===== src/rtl/bit_serializer.sv =====
// Parallel-to-serial converter: accepts a WIDTH-bit word with a ready/valid
// handshake and emits it one bit per shift_en cycle, with back-to-back frames.
module bit_serializer #(
    parameter int WIDTH     = 8,
    parameter int MSB_FIRST = 1,
    localparam int CW       = $clog2(WIDTH)
) (
    input  logic             clk,
    input  logic             reset,
    input  logic             load_valid,
    input  logic [WIDTH-1:0] load_data,
    output logic             load_ready,
    input  logic             shift_en,
    output logic             data_out,
    output logic             bit_valid,
    output logic             frame_done,
    output logic [CW-1:0]    bit_cnt
);

    typedef enum logic {
        IDLE  = 1'b0,
        SHIFT = 1'b1
    } state_t;

    localparam logic [CW-1:0] LAST_IDX = CW'(WIDTH - 1);
    localparam logic [CW-1:0] CNT_ONE  = CW'(1);

    state_t           state, state_d;
    logic [WIDTH-1:0] shift_reg, shift_reg_d;
    logic [CW-1:0]    bit_cnt_d;
    logic             data_out_d;
    logic             frame_done_d;
    logic             last_bit;
    logic             accept;

    always_ff @(posedge clk or negedge reset) begin
        if (!reset) begin
            state      <= IDLE;
            shift_reg  <= '0;
            bit_cnt    <= '0;
            data_out   <= 1'b0;
            frame_done <= 1'b0;
        end else begin
            state      <= state_d;
            shift_reg  <= shift_reg_d;
            bit_cnt    <= bit_cnt_d;
            data_out   <= data_out_d;
            frame_done <= frame_done_d;
        end
    end

    // data_out always holds the bit at the head of shift_reg, so on an
    // advance the next head is preloaded from the neighbouring position.
    always_comb begin
        state_d      = state;
        shift_reg_d  = shift_reg;
        bit_cnt_d    = bit_cnt;
        data_out_d   = data_out;
        frame_done_d = 1'b0;

        last_bit   = (state == SHIFT) && shift_en && (bit_cnt == LAST_IDX);
        load_ready = (state == IDLE) || last_bit;
        accept     = load_valid && load_ready;
        bit_valid  = (state == SHIFT) && shift_en;

        if (last_bit) begin
            frame_done_d = 1'b1;
        end

        if (accept) begin
            state_d     = SHIFT;
            shift_reg_d = load_data;
            bit_cnt_d   = '0;
            data_out_d  = (MSB_FIRST != 0) ? load_data[WIDTH-1] : load_data[0];
        end else if (last_bit) begin
            state_d     = IDLE;
            shift_reg_d = '0;
            bit_cnt_d   = '0;
            data_out_d  = 1'b0;
        end else if (bit_valid) begin
            bit_cnt_d = bit_cnt + CNT_ONE;
            if (MSB_FIRST != 0) begin
                shift_reg_d = {shift_reg[WIDTH-2:0], 1'b0};
                data_out_d  = shift_reg[WIDTH-2];
            end else begin
                shift_reg_d = {1'b0, shift_reg[WIDTH-1:1]};
                data_out_d  = shift_reg[1];
            end
        end
    end

endmodule


===== config.mk =====
export PLATFORM = sky130hd
export DESIGN_NAME = bit_serializer
export DESIGN_NICKNAME = d
export VERILOG_FILES = /design/src/rtl/bit_serializer.sv
export SDC_FILE = /design/constraint.sdc
export NUM_CORES = 1
export LEC_CHECK = 0
export CAP_MARGIN = 25
export CORE_ASPECT_RATIO = 1.4
export CORE_MARGIN = 2
export CORE_UTILIZATION = 45
export DETAILED_ROUTE_END_ITERATION = 8
export GPL_TIMING_DRIVEN = 1
export PLACE_DENSITY = 0.81
export RECOVER_POWER = 100
export SETUP_SLACK_MARGIN = 0.5
export SLEW_MARGIN = 10
export SYNTH_ARGS = -nofsm -noshare
export SYNTH_HDL_FRONTEND = slang
export SYNTH_SLANG_ARGS = --single-unit

===== constraint.sdc =====
create_clock -name clk -period 2.1 [get_ports clk]
set_input_delay 0.42 -clock clk [delete_from_list [all_inputs] [get_ports clk]]
set_output_delay 0.42 -clock clk [all_outputs]
set_load 0.02 [all_outputs]

Word level (Yosys, flattened, before mapping)

Cells that the tools add are included.

Add/subtract/negate cells: 1
Equality and inequality tests: 1
Mux-type cells: 12
Bitwise gates (word level): 1
Reduce and logical (&&, ||, !) cells: 6

Operators by type and width:

| cell                                                           | number |
|---|---|
| 7-bit 2-to-1 mux                                               | 3 |
| 3-bit 2-to-1 mux                                               | 3 |
| 1-bit 2-to-1 mux                                               | 6 |
| 3-bit by 1-bit adder with 3-bit output (second input constant) | 1 |
| 3-bit equality test (second input constant)                    | 1 |
| 1-bit logical AND                                              | 3 |
| 3-bit nonzero test                                             | 1 |
| 2-bit nonzero test                                             | 1 |
| 1-bit logical OR                                               | 1 |
| 1-bit inverter                                                 | 1 |

Register bits: 13
Input port bits: 12
Output and inout port bits: 7
Logic and storage cells: 26

Depth between registers and ports, before layout

Gate-level depths: netlist of run 1.

Depth in word-level cells: 5
Mapped depth: 6
Mapped depth without buffers: 5

Least setup slack after synthesis of run 1

No wires, ideal clock.

Path type: reg2out
Start point: reg bit_cnt[0]
End point: out load_ready
Data arrival time: 1.216 ns
Data required time: 1.680 ns
Path slack: 0.464 ns
Stages on the path, launching flop included: 6
Path buffers: 1
Cell sequence: dfrtp_1 -> ha_1 -> ha_1 -> buf_6 -> nand2_1 -> nand2_1

Cells in the longest elaborated chain, start to end: 3

RTL lines:

| what                   | RTL line | RTL |
|---|---|---|
| start, declared        | 17       | `output logic [CW-1:0] bit_cnt` |
| start signal, assigned | 46       | `bit_cnt <= bit_cnt_d;` |
| 3-bit equality test    | 61       | `last_bit = (state == SHIFT) && shift_en && (bit_cnt == LAST_IDX);` |
| 1-bit logical AND      | 61       |  |
| 1-bit logical OR       | 62       | `load_ready = (state == IDLE) \|\| last_bit;` |
| end, declared          | 12       | `output logic load_ready,` |

No other way between the ends.

Worst setup path after layout of run 1

Same ends and word-level chain as after synthesis.

==> results.txt, run 1 <==
----------------------------------------------------
[Power]
  Peak supply drop ... ~0.45 mV
  Cell leakage power ... roughly 0.48 nW
  Sum of internal, switching and leakage power ... 1.03 mW
  Power density of the placed cells ... between 900 and 1000 nW/µm²

[Global route]
  Pin count of the biggest net entering global routing ... 20
  Global-route total usage across every layer ... 0.194
  Global-route congestion overflow total ... 0
  Wire length of the first global-routing pass ... around 2900 µm
  Antenna violations before repair ... 0
  Number of global-route vias before repair ... 659

[Worst setup path]
  FF-to-FF path depth ... 6
  Worst Path Arrival ... between 1 and 1.5 ns
  Capturing point of the worst reg2reg path ... shift_reg[6]
  Worst setup slack for register-to-register paths ... around 0.55 ns
  Critical path startpoint category ... flop
  Reg-to-reg startpoint ... bit_cnt[0]
  Required time at the worst-slack endpoint ... 1.68 ns
  Critical path type ... reg -> out
  Maximum net fanout on the critical path ... 3
  Launching element of the worst setup path ... bit_cnt[0]
  Element type at the critical path end ... output port

[STA]
  Final setup viols ... 0
  Worst-margin pin slew ... around 0.58 ns
  Setup repair after global routing missed its margin ... true
  Total negative slack for setup checks ... 0 ns
  Clk_skew ... 0.00335 ns
  Top achievable clock speed ... around 550 MHz
  Final Critical Period ... ~1.8 ns
  Normalized max-slew margin ... 0.611
  Hold Fails Final Rpt ... 0
  Final-layout worst hold slack ... roughly 0.51 ns
  Final worst slack ... roughly 0.28 ns
  Final cycle utilization of the critical path ... 0.867
  Slew Limit Fails ... 0

[Synthesis]
  Number of synthesized register bits ... 13
  Post-synthesis sequential area ratio ... 0.393
  Synthesized-area fraction occupied by and/or/nand/nor cells ... 0.186
  Synth top area cells ... sky130_fd_sc_hd__dfrtp_1, sky130_fd_sc_hd__mux2i_1, sky130_fd_sc_hd__o221ai_1
  Avg Synthesized Cell Area ... approximately 10 µm²
  Post-synthesis cell area ... ~830 µm²
  Compound-Gate Fraction of Synth Area ... 0.184
  Synthesized instance count ... around 80
  Yosys warning total ... 0
  Dominant combinational cell family by area after synthesis ... simple AND/OR/NAND/NOR gates
  Top-area cell type share of the netlist area ... 0.393
  Synth Area in XOR/XNOR ... 0
  Fraction of the mapped netlist area in adder cells ... 0.0302
  Syn_nets ... 96
  Cell type with the largest total area after synthesis ... sky130_fd_sc_hd__dfrtp_1
  Synth unique cells ... 24
  Fraction of synthesized area in multiplexers ... 0.109

[Clock tree]
  Cell at the root of the clock tree ... sky130_fd_sc_hd__clkbuf_4
  Deepest level of the CTS H-tree ... 1
  CTS clock-pin slew for the worst setup and hold paths ... ~0.08 ns
  Clock latency of the later-clocked register in the worst-skew pair ... about 0.27 ns
  Clock Sink Count ... 13
  Bufs on Longest Clock Path ... 2
  Number of CTS-inserted buffers ... 3
  Clock tree from TritonCTS ... yes

[Floorplanning]
  Floorplan row count ... 18
  Core area ... ~1800 µm²
  Die Span X ... a little over 40 µm
  Top-Level Pins ... 19
  Starting density of the core ... 0.472
  Area enclosed by the die boundary ... approximately 2200 µm²
  Die Y ... approximately 55 µm

[Placed design]
  Worst slack after detailed placement ... -0.0596 ns
  Number of buffers inserted by port buffering ... 18
  Final GP Congestion ... 0.773
  Detailed placement HPWL ... roughly 1200 µm

[Cells and area]
  Number of nets in the layout ... between 100 and 150
  Area growth from synthesis to final layout ... 24.5%
  Leading cell type in the layout, fill and taps excluded ... sky130_fd_sc_hd__dfrtp_1
  Fraction of layout instances using a drive strength above 1 ... 0.143
  Register Area ... about 330 µm²
  Fillcell total ... 156
  Combined area of the multi-input logic cells ... around 430 µm²
  Final core utilization ... 0.587
  Number of flip-flops in the largest register ... 7
  Most frequent cells in the layout ... sky130_fd_sc_hd__dfrtp_1, sky130_fd_sc_hd__mux2i_1
  Diodes inserted ... 0

[Drt]
  Post-route DRC ... 0
  Pre-antenna DRT Iters ... 3
  Number of vias after detailed routing ... roughly 700
  Wirelength per Cell ... between 10 and 15 µm
  Post-route ant nets ... 0
  Final wirelength ... roughly 1700 µm
  Number of DRC markers after the initial detailed-route iteration ... 17
  Vias/cell ... roughly 5.7

[Worst hold path]
  Worst min path class ... reg -> reg
  Hold path startpoint ... shift_reg[1]
  Worst Hold End ... shift_reg[1]
  WHS Path Cells ... 2

[Outcome]
  Result of the run ... finished, final reports clean

[Run]
  Max cap viols ... 0

----------------------------------------------------
## cell type report
class                      instances  area share
clock buffer                       4      0.0255
timing repair buffer              26       0.211
sequential                        13       0.318
tap                               20      0.0243
inverter                           2     0.00728
multi-input combinational         60       0.414
## per-layer routing
layer  wire [µm]  global-route usage  vias to the layer above
met5           0                   0                        -
met4          35               0.117                        0
met3          49              0.0122                        2
met2         847               0.331                       11
met1         799               0.229                      351
li1            -                   -                      353
## worst max-delay path, cell delays in order, from the launching register on
cell and delay, ns:
sky130_fd_sc_hd__dfrtp_2 0.42, sky130_fd_sc_hd__ha_1 0.20, sky130_fd_sc_hd__ha_1 0.21, sky130_fd_sc_hd__nand2_2 0.08, sky130_fd_sc_hd__nand2_2 0.06, sky130_fd_sc_hd__clkbuf_1 0.17
## cell families (layout without fill, tap and decap cells)
| logic type | Yosys count | after routing |
|---|---|---|
| mux | 9 | 9 |
| buf+inv | 9 | 32 |
| flops | 13 | 13 |
| simple gates | 28 | 28 |
| fa+ha+maj | 2 | 2 |
| compound gates | 21 | 21 |
## synthesized netlist by cell type
master,number
sky130_fd_sc_hd__buf_2,1
sky130_fd_sc_hd__mux2i_1,9
sky130_fd_sc_hd__a31oi_1,8
sky130_fd_sc_hd__ha_1,2
sky130_fd_sc_hd__nand2_2,1
sky130_fd_sc_hd__buf_6,3
sky130_fd_sc_hd__o21ai_1,2
sky130_fd_sc_hd__nor2_1,1
sky130_fd_sc_hd__nor2b_1,8
sky130_fd_sc_hd__dfrtp_1,13
sky130_fd_sc_hd__nand2b_1,2
sky130_fd_sc_hd__o221ai_1,7
sky130_fd_sc_hd__buf_12,1
sky130_fd_sc_hd__and3b_1,1
sky130_fd_sc_hd__o22ai_1,1
sky130_fd_sc_hd__buf_4,2
sky130_fd_sc_hd__nand2_1,10
sky130_fd_sc_hd__a22o_1,2
sky130_fd_sc_hd__and3_1,1
sky130_fd_sc_hd__and2b_1,2
sky130_fd_sc_hd__inv_1,2
sky130_fd_sc_hd__nand3b_1,1
sky130_fd_sc_hd__o211ai_1,1
sky130_fd_sc_hd__nand4_1,1
## worst max-delay path by stage
stage            endpoint  depth (start not counted)
6_report       load_ready                          5
5_1_grt        load_ready                          5
4_1_cts        load_ready                          5
3_5_place_dp   load_ready                          4
3_3_place_gp   load_ready                          4
2_1_floorplan  load_ready                          5
## timing repair
item / CTS / global route
resized for setup: 15 / 6
setup endpoints to repair: 7 / 5
setup buffers: 1 / 1
hold buffers: 0 / 0
## power by group
group	internal (mW)	switching, mW	total, mW	leakage, nW
clock	0.0734	0.0763	0.150	0.0150
sequential	0.338	0.0674	0.406	0.166
combinational	0.230	0.240	0.470	0.300
total	0.642	0.384	1.03	0.481
## stage by stage
stage | cell area [µm²] | cells
after floorplan | 832 | 82
final | 1030 | 125
after global placement | 1010 | 119
after CTS | 1040 | 124
after global routing | 1030 | 125
after detailed placement | 1010 | 119
Note: power is estimated with default switching activity, not from simulation.
==> run 2: changes to the inputs <==
- CTS_CLUSTER_SIZE: default -> 28
- clock period: 2.1 -> 1.8 ns (I/O delays scaled with it)
==> results.txt, run 2 (synthesized netlist as in run 1, its figures left out) <==
----------------------------------------------------
[Worst setup path]
  Required time at the worst-slack endpoint ... approximately 1.4 ns
  Worst setup slack for register-to-register paths ... roughly 0.17 ns
  Worst Path Arrival ... approximately 1.3 ns
  Element type at the critical path end ... output port
  Critical path type ... reg -> out
  Critical path startpoint category ... flop
  Maximum net fanout on the critical path ... 2

[Clock tree]
  Bufs on Longest Clock Path ... 2
  Number of CTS-inserted buffers ... 3
  Clock Sink Count ... 13
  Deepest level of the CTS H-tree ... 1
  Cell at the root of the clock tree ... sky130_fd_sc_hd__clkbuf_4
  CTS clock-pin slew for the worst setup and hold paths ... roughly 0.080 ns
  Clock latency of the later-clocked register in the worst-skew pair ... roughly 0.29 ns
  Hold buffer count at CTS ... 0
  Clock tree from TritonCTS ... yes

[Cells and area]
  Diodes inserted ... 0
  Most frequent cells in the layout ... sky130_fd_sc_hd__dfrtp_1, sky130_fd_sc_hd__nand2_1, sky130_fd_sc_hd__mux2i_1, sky130_fd_sc_hd__clkdlybuf4s50_1, sky130_fd_sc_hd__buf_4
  Leading cell type in the layout, fill and taps excluded ... sky130_fd_sc_hd__dfrtp_1
  Number of flip-flops in the largest register ... 7
  Number of nets in the layout ... 125
  Area growth from synthesis to final layout ... 43.1%
  Final Cell Area ... between 1000 and 1500 µm²
  Fraction of layout instances using a drive strength above 1 ... 0.327

[STA]
  Hold Fails Final Rpt ... 0
  Final Critical Period ... roughly 1.7 ns
  Normalized max-slew margin ... 0.613
  Setup repair after global routing missed its margin ... true
  Final-layout worst hold slack ... ~0.5 ns
  Clk_skew ... approximately 0.0012 ns
  Final cycle utilization of the critical path ... 0.939
  Top achievable clock speed ... ~590 MHz
  Final setup viols ... 0
  Slew Limit Fails ... 0
  Worst-margin pin slew ... a little under 0.6 ns

[Placed design]
  Cell area after placement ... 1060 µm²
  Final GP Congestion ... 0.727
  Detailed placement HPWL ... roughly 1300 µm
  Number of buffers inserted by port buffering ... 18

[Floorplanning]
  Core area ... approximately 1800 µm²
  Starting density of the core ... 0.472
  Die Y ... ~55 µm
  Area enclosed by the die boundary ... ~2200 µm²
  Die Span X ... 40.3 µm
  Top-Level Pins ... 19
  Floorplan row count ... 18

[Drt]
  Post-route DRC ... 0
  Vias/cell ... ~6
  Final wirelength ... around 2100 µm
  Post-route ant nets ... 0
  Number of vias after detailed routing ... 767
  Wirelength per Cell ... 16.2 µm
  Number of DRC markers after the initial detailed-route iteration ... 8
  Pre-antenna DRT Iters ... 4

[Global route]
  Global-route total usage across every layer ... 0.211
  Global-route congestion overflow total ... 0
  Antenna violations before repair ... 0
  Pin count of the biggest net entering global routing ... 20
  Number of global-route vias before repair ... just over 700
  Wire length of the first global-routing pass ... between 3000 and 4000 µm

[Power]
  Cell leakage power ... a little over 0.5 nW
  Peak supply drop ... approximately 0.75 mV
  Power density of the placed cells ... between 1000 and 1500 nW/µm²

[Worst hold path]
  Worst min path class ... in -> async

[Outcome]
  Result of the run ... finished, final reports clean

[Run]
  Max cap viols ... 0

----------------------------------------------------
[run 2: power breakdown]
part	internal, mW	leakage, nW	switching [mW]
logic	0.413	0.336	0.362
clock network	0.0863	0.0150	0.100
registers	0.397	0.166	0.0890
[run 2: path summary, 6_finish.rpt]
check	start	endpoint	depth (start not counted)
hold reg to reg	data_out	data_out	2
min in group clk	data_out	data_out	2
setup / recovery	bit_cnt[1]	load_ready	5
hold / removal	reset	frame_done	1
max in group asynchronous	reset	bit_cnt[0]	1
setup reg to reg	bit_cnt[1]	data_out	6
[run 2: cell type report]
class	instances	area [µm²]
clock buffer	4	26.3
inverter	2	7.51
multi-input combinational	60	523
tap	20	25.0
fill	137	572
timing repair buffer	31	275
sequential	13	328
[run 2: layer usage]
| metal | share of wire | vias to the layer above | GRT usage |
|---|---|---|---|
| li1 | - | 360 | - |
| met1 | 0.39 | 385 | 0.254 |
| met2 | 0.55 | 18 | 0.368 |
| met3 | 0.036 | 4 | 0.0244 |
| met4 | 0.019 | 0 | 0.0833 |
| met5 | 0 | - | 0 |
[run 2: critical path, stage by stage (launching register included)]
cell                      delay (ns)
sky130_fd_sc_hd__dfrtp_2        0.43
sky130_fd_sc_hd__ha_4           0.17
sky130_fd_sc_hd__ha_4           0.16
sky130_fd_sc_hd__nand2_2        0.06
sky130_fd_sc_hd__nand2_1        0.08
sky130_fd_sc_hd__buf_6          0.14
[run 2: metrics by stage]
stage                     setup TNS [ns]  total power, mW  setup WS [ns]  cells  utilization
after global placement            -0.381             1.08         -0.194    120        0.602
after detailed placement          -0.416             1.12         -0.219    120        0.602
after global routing                   0             1.55         0.0672    130        0.675
final                                  0             1.45          0.111    130        0.675
after CTS                              0             1.40          0.133    130        0.663
after floorplan                        0            0.904          0.368     82            -
[run 2: what timing repair did]
item / CTS / global route
endpoints found under the hold margin: 0 / 0
pin swaps: 4 / 5
endpoints found under the setup margin: 16 / 17
gates cloned: 1 / 0
resized for setup: 38 / 15
setup buffers: 5 / 0
